### src/rtl/pipe_pkg.sv
// pipe_pkg -- shared definitions for the pipeline hazard scheduler.
//   state_t  : scheduler FSM states (RUN, MEMWAIT)
//   FWD_*    : EX operand source select encodings
//   rec_t    : shadow record tracking one instruction through EX/MEM/WB
//   produces : true when a record will write a real (non-zero) register
package pipe_pkg;

  localparam int REG_W = 5;
  localparam int CNT_W = 16;

  typedef enum logic [0:0] {
    RUN     = 1'b0,
    MEMWAIT = 1'b1
  } state_t;

  localparam logic [1:0] FWD_REG = 2'b00;
  localparam logic [1:0] FWD_MEM = 2'b01;
  localparam logic [1:0] FWD_WB  = 2'b10;

  typedef struct packed {
    logic             valid;
    logic             writereg;
    logic [REG_W-1:0] dest;
    logic             readmem;
    logic             writemem;
    logic [REG_W-1:0] rs;
    logic [REG_W-1:0] rt;
  } rec_t;

  localparam rec_t REC_NOP = '0;

  // Register 0 is hardwired, so a write to it never creates a dependency.
  function automatic logic produces(input rec_t r);
    return r.valid & r.writereg & (r.dest != '0);
  endfunction

endpackage

### src/rtl/pipe_fwd.sv
// pipe_fwd -- forwarding select for one EX source operand.
//   src                      : register number read by the EX instruction
//   mem_valid/writereg/readmem/dest : MEM-stage shadow record fields
//   wb_valid/writereg/dest   : WB-stage shadow record fields
//   sel                      : FWD_MEM, FWD_WB or FWD_REG (purely combinational)
module pipe_fwd
  import pipe_pkg::*;
(
  input  logic [REG_W-1:0] src,
  input  logic             mem_valid,
  input  logic             mem_writereg,
  input  logic             mem_readmem,
  input  logic [REG_W-1:0] mem_dest,
  input  logic             wb_valid,
  input  logic             wb_writereg,
  input  logic [REG_W-1:0] wb_dest,
  output logic [1:0]       sel
);

  logic mem_hit;
  logic wb_hit;

  // A load in MEM has no data yet; its value only exists once it reaches WB.
  assign mem_hit = mem_valid & mem_writereg & ~mem_readmem &
                   (mem_dest != '0) & (mem_dest == src);
  assign wb_hit  = wb_valid & wb_writereg & (wb_dest != '0) & (wb_dest == src);

  // NOTE: every always_comb output gets a default first so no path leaves it
  // unassigned, which would otherwise infer a latch.
  always_comb begin
    sel = FWD_REG;
    if (mem_hit)     sel = FWD_MEM;  // youngest producer wins
    else if (wb_hit) sel = FWD_WB;
  end

endmodule

### src/rtl/pipe_sched.sv
// pipe_sched -- hazard detection, stall/flush control and operand forwarding
// for a 5-stage in-order pipeline.
//   clock, resetn                 : rising-edge clock, async active-low reset
//   idrs/idrt/idusers/iduserst    : ID-stage source registers and use flags
//   idwritereg/iddest             : ID-stage destination
//   idreadmem/idwritemem          : ID instruction is a load / store
//   brtaken                       : branch/jump in EX resolved taken
//   imemready/memready            : instruction / data memory completion
//   stallif/stallid/bubbleex/flushid : pipeline register controls
//   memreq/freeze                 : data-memory request and back-end hold
//   fwda/fwdb                     : EX operand source selects
//   stallcnt                      : saturating count of stallif cycles
module pipe_sched
  import pipe_pkg::*;
(
  input  logic             clock,
  input  logic             resetn,
  input  logic [REG_W-1:0] idrs,
  input  logic [REG_W-1:0] idrt,
  input  logic             idusers,
  input  logic             iduserst,
  input  logic             idwritereg,
  input  logic [REG_W-1:0] iddest,
  input  logic             idreadmem,
  input  logic             idwritemem,
  input  logic             brtaken,
  input  logic             imemready,
  input  logic             memready,
  output logic             stallif,
  output logic             stallid,
  output logic             bubbleex,
  output logic             flushid,
  output logic             memreq,
  output logic [1:0]       fwda,
  output logic [1:0]       fwdb,
  output logic             freeze,
  output logic [CNT_W-1:0] stallcnt
);

  state_t state;
  rec_t   ex_q, mem_q, wb_q;
  rec_t   id_rec;
  logic   loaduse;

  always_comb begin
    id_rec          = REC_NOP;
    id_rec.valid    = 1'b1;
    id_rec.writereg = idwritereg;
    id_rec.dest     = iddest;
    id_rec.readmem  = idreadmem;
    id_rec.writemem = idwritemem;
    id_rec.rs       = idrs;
    id_rec.rt       = idrt;
  end

  // The MEM record is frozen while the access is outstanding, so memreq stays
  // high until the cycle memready arrives.
  assign memreq = mem_q.valid & (mem_q.readmem | mem_q.writemem);
  assign freeze = memreq & ~memready;

  assign loaduse = produces(ex_q) & ex_q.readmem &
                   ((idusers  & (ex_q.dest == idrs)) |
                    (iduserst & (ex_q.dest == idrt)));

  // Priority: freeze > taken branch > load-use > fetch miss.
  always_comb begin
    stallif  = 1'b0;
    stallid  = 1'b0;
    bubbleex = 1'b0;
    flushid  = 1'b0;
    if (freeze) begin
      stallif = 1'b1;
      stallid = 1'b1;
    end else if (brtaken) begin
      flushid  = 1'b1;
      bubbleex = 1'b1;
    end else if (loaduse || !imemready) begin
      stallif  = 1'b1;
      stallid  = 1'b1;
      bubbleex = 1'b1;
    end
  end

  // NOTE: sequential state uses non-blocking assignments so every register
  // samples pre-edge values and the EX->MEM->WB shift happens in parallel.
  // NOTE: whole records are cleared on reset even though only valid matters,
  // keeping post-reset contents deterministic at negligible cost.
  always_ff @(posedge clock or negedge resetn) begin
    if (!resetn) begin
      state <= RUN;
      ex_q  <= REC_NOP;
      mem_q <= REC_NOP;
      wb_q  <= REC_NOP;
    end else begin
      case (state)
        RUN:     if (memreq && !memready) state <= MEMWAIT;
        MEMWAIT: if (memready)            state <= RUN;
        default:                          state <= RUN;
      endcase
      if (!freeze) begin
        wb_q  <= mem_q;
        mem_q <= ex_q;
        ex_q  <= bubbleex ? REC_NOP : id_rec;
      end
    end
  end

  always_ff @(posedge clock or negedge resetn) begin
    if (!resetn) begin
      stallcnt <= '0;
    end else if (stallif && (stallcnt != '1)) begin
      stallcnt <= stallcnt + CNT_W'(1);
    end
  end

  pipe_fwd u_fwda (
    .src          (ex_q.rs),
    .mem_valid    (mem_q.valid),
    .mem_writereg (mem_q.writereg),
    .mem_readmem  (mem_q.readmem),
    .mem_dest     (mem_q.dest),
    .wb_valid     (wb_q.valid),
    .wb_writereg  (wb_q.writereg),
    .wb_dest      (wb_q.dest),
    .sel          (fwda)
  );

  pipe_fwd u_fwdb (
    .src          (ex_q.rt),
    .mem_valid    (mem_q.valid),
    .mem_writereg (mem_q.writereg),
    .mem_readmem  (mem_q.readmem),
    .mem_dest     (mem_q.dest),
    .wb_valid     (wb_q.valid),
    .wb_writereg  (wb_q.writereg),
    .wb_dest      (wb_q.dest),
    .sel          (fwdb)
  );

  // Record fields carried for completeness but not consumed by any stage logic.
  logic unused_fields;
  assign unused_fields = ^{ex_q.writemem, mem_q.rs, mem_q.rt,
                           wb_q.readmem, wb_q.writemem, wb_q.rs, wb_q.rt};

endmodule

### config.mk
export PLATFORM = sky130hd
export DESIGN_NAME = pipe_sched
export DESIGN_NICKNAME = d
export VERILOG_FILES = /design/src/rtl/pipe_pkg.sv /design/src/rtl/pipe_fwd.sv /design/src/rtl/pipe_sched.sv
export SDC_FILE = /design/constraint.sdc
export NUM_CORES = 1
export LEC_CHECK = 0
export ABC_AREA = 0
export CAP_MARGIN = 0
export CORE_MARGIN = 5
export CORE_UTILIZATION = 40
export CTS_CLUSTER_SIZE = 14
export DETAILED_ROUTE_END_ITERATION = 6
export PLACE_DENSITY = 0.7
export SETUP_SLACK_MARGIN = 0.2
export SLEW_MARGIN = 10
export SYNTH_ARGS = -nofsm -noshare
export SYNTH_HDL_FRONTEND = slang
export SYNTH_SLANG_ARGS = --single-unit
### constraint.sdc
create_clock -name clock -period 3.5 [get_ports clock]
set_input_delay 0.875 -clock clock [delete_from_list [all_inputs] [get_ports clock]]
set_output_delay 0.875 -clock clock [all_outputs]
set_load 0.1 [all_outputs]
==> results_dict.tcl <==
set metrics [dict create \
    grt.total_usage_pct 14.95 \
    numCtsBuffers 5 \
    total_power_w 0.001567 \
    area_delta_synth_final_pct 28.67 \
    pin_count 51 \
    hp-class "flip-flop to flip-flop" \
    core_area_um2 5991 \
    yosysSeqAreaShare_pct 51.13 \
    fin_area_um2 3212 \
    tightestPinTransition_ns 0.8687 \
    fmax_mhz 310.3 \
    die_x_um 89.00 \
    worst_slack_ns 0.2768 \
    netlist_area_um2 2496 \
    min_path_cells 1 \
    yosys_register_bits 51 \
    vdd_drop_max_mv 0.5930 \
    drive_above_1_share_pct 26.85 \
    status "completed" \
    placedInstanceArea_um2 3117 \
    via_count 1771 \
    synthArstFlopShare_pct 100.0 \
    rsz0062_at_grt "false" \
    clk_pin_slew_ns 0.08 \
    grt_pass1_wl_mm 9.066 \
    setup_violations 0 \
    synth_ff_type "dfrtp_1" \
    critical_path_class "input port to output port" \
    drv_cap 0 \
    wirelength_mm 5.466 \
    num-nets-final 283 \
    synth_top_area_share_pct 51.13 \
    cts_tree "built" \
    cp.arrival_ns 2.35 \
    synth_fp_nets 231 \
    period_minus_slack_ns 3.223 \
    hold_viol 0 \
    firstDrtPassIters 4 \
    syn_inst 205 \
    cts_hold_buffers 0 \
    drtIter0Drc 61 \
    multi_input_area_um2 1205 \
    dp_hpwl_mm 4.134 \
    io_buffer_count 50 \
    ys_top_cells_by_area "dfrtp_1 51%, xnor2_1 8.1%, xor2_1 7.7%" \
    dpl_worst_slack_ns -0.03213 \
    grt_pass1_vias 1802 \
    slew_headroom_pct 42.09 \
    yosys.area.top_type "dfrtp_1" \
    globalplace.congestion 0.9109 \
    synth_area_per_cell_um2 12.18 \
    powerDensity_nw_per_um2 487.9 \
    cts_sinks 51 \
    drtAntennaViolNets 0 \
    grt_max_degree 41 \
    cp-end-kind "output port" \
    r2r_cells 6 \
    layout.cells.most_common_list "51 x dfrtp_1, 25 x buf_4, 23 x xnor2_1" \
    netlist-cell-type-count 34 \
    yosysWarnings 0 \
    gr-total-overflow 0 \
    synth_edf_count 0 \
    cts.htree.levels 2 \
    fillers 514 \
    wire_per_inst_um 16.46 \
    worst_ep_required_time_ns 2.62 \
    p_leak_nw 1.533 \
    final-max-slew-violation-count 0 \
    die_h_um 89.00 \
    start_util_pct 41.67 \
    viasPerCell 5.334 \
    final_common_cell "dfrtp_1" \
    dieArea_um2 7920 \
    worstSetupStartpointType "input port" \
    drc 0 \
    min_period_over_period_pct 92.09 \
    root_buffer "clkbuf_8" \
    insertion_delay_ns 0.31 \
    row_count 28 \
    seqCellArea_um2 1276 \
    worstPathMaxFanout 2 \
    max-clock-path-buffers 2 \
    diodes 0 \
    skew_ns 0.01595 \
    cts_setup_buffers 0 \
    antenna_found_initial 0 \
]
[metal layers]
metal / vias up / GRT usage (%) / wire length (um)
li1: 842 / - / -
met1: 862 / 20.71 / 2492
met3: 11 / 3.502 / 358
met5: - / 0 / 0
met4: 0 / 5.413 / 121
met2: 56 / 23.01 / 2494
[flip-flops by register name, summed over array words and instances (netlist names)]
register  cells
stallcnt     16
mem_q         9
wb_q          7
ex_q         19
[metrics by stage]
stage	TNS [ns]	hold WS [ns]	cells	util [%]
final	0	0.5080	332	53.61
after global placement	-0.08999	0.4811	325	52.03
after global routing	0	0.5401	332	53.61
after detailed placement	-0.06420	0.4912	325	52.03
after CTS	0	0.5119	332	53.55
after floorplan	0	0.4633	205	-
[cells by family (layout without fill, tap and decap cells)]
group | count (synthesis) | after routing | synth area share (%)
adder cells (fa/ha/maj) | 1 | 1 | 0.5012
AND/OR/NAND/NOR | 56 | 56 | 13.58
multiplexers | 15 | 15 | 6.767
AO/OA/AOI/OAI | 26 | 26 | 8.973
buffers and inverters | 11 | 63 | 3.258
flip-flops | 51 | 51 | 51.13
XOR/XNOR | 45 | 45 | 15.79
[cell type report]
| class | instances | share of cell area (%) |
|---|---|---|
| clock inverter | 1 | 0.1558 |
| timing repair buffer | 56 | 17.10 |
| sequential | 51 | 39.73 |
| clock buffer | 6 | 2.571 |
| tap | 75 | 2.922 |
| multi-input combinational | 143 | 37.51 |
[critical path: stages]
cell and delay (ns):
clkdlybuf4s50_1 0.52, xnor2_1 0.13, a32oi_1 0.14, o21a_2 0.26, nor2b_4 0.14, nor2_4 0.11, buf_12 0.18
[cell usage after synthesis, types with 2 or more instances]
library cell,number
buf_4,4
nor2_1,4
and3_1,10
or4_1,5
nand2_1,4
nor4_1,6
mux2_2,15
clkbuf_1,4
xor2_1,22
nand3_1,12
nand4_1,5
dfrtp_1,51
nor2b_4,2
xnor2_1,23
a22o_1,18
nor2b_1,2
[where the power goes]
part	switching, W	leakage, nW	total [W]	internal, W
combinational	0.000367	0.803	0.000520	0.000153
sequential	0.0000649	0.683	0.000707	0.000642
clock	0.000185	0.0470	0.000340	0.000155
[what timing repair did]
item / in CTS / in global routing
setup endpoints to repair: 3 / 3
pin swaps: 5 / 5
resized for setup: 11 / 9
[worst paths after layout]
path / endpoint / startpoint / slack [ns]
max in group asynchronous: stallcnt[2] / resetn / 2.18
min: ex_q[18] / ex_q[18] / 0.51
min in group asynchronous: ex_q[4] / resetn / 0.68
min reg2reg: ex_q[18] / ex_q[18] / 0.51
max reg2reg: ex_q[6] / ex_q[13] / 1.20
max: bubbleex / idrs[0] / 0.28
Note: power is estimated with default switching activity, not from simulation.
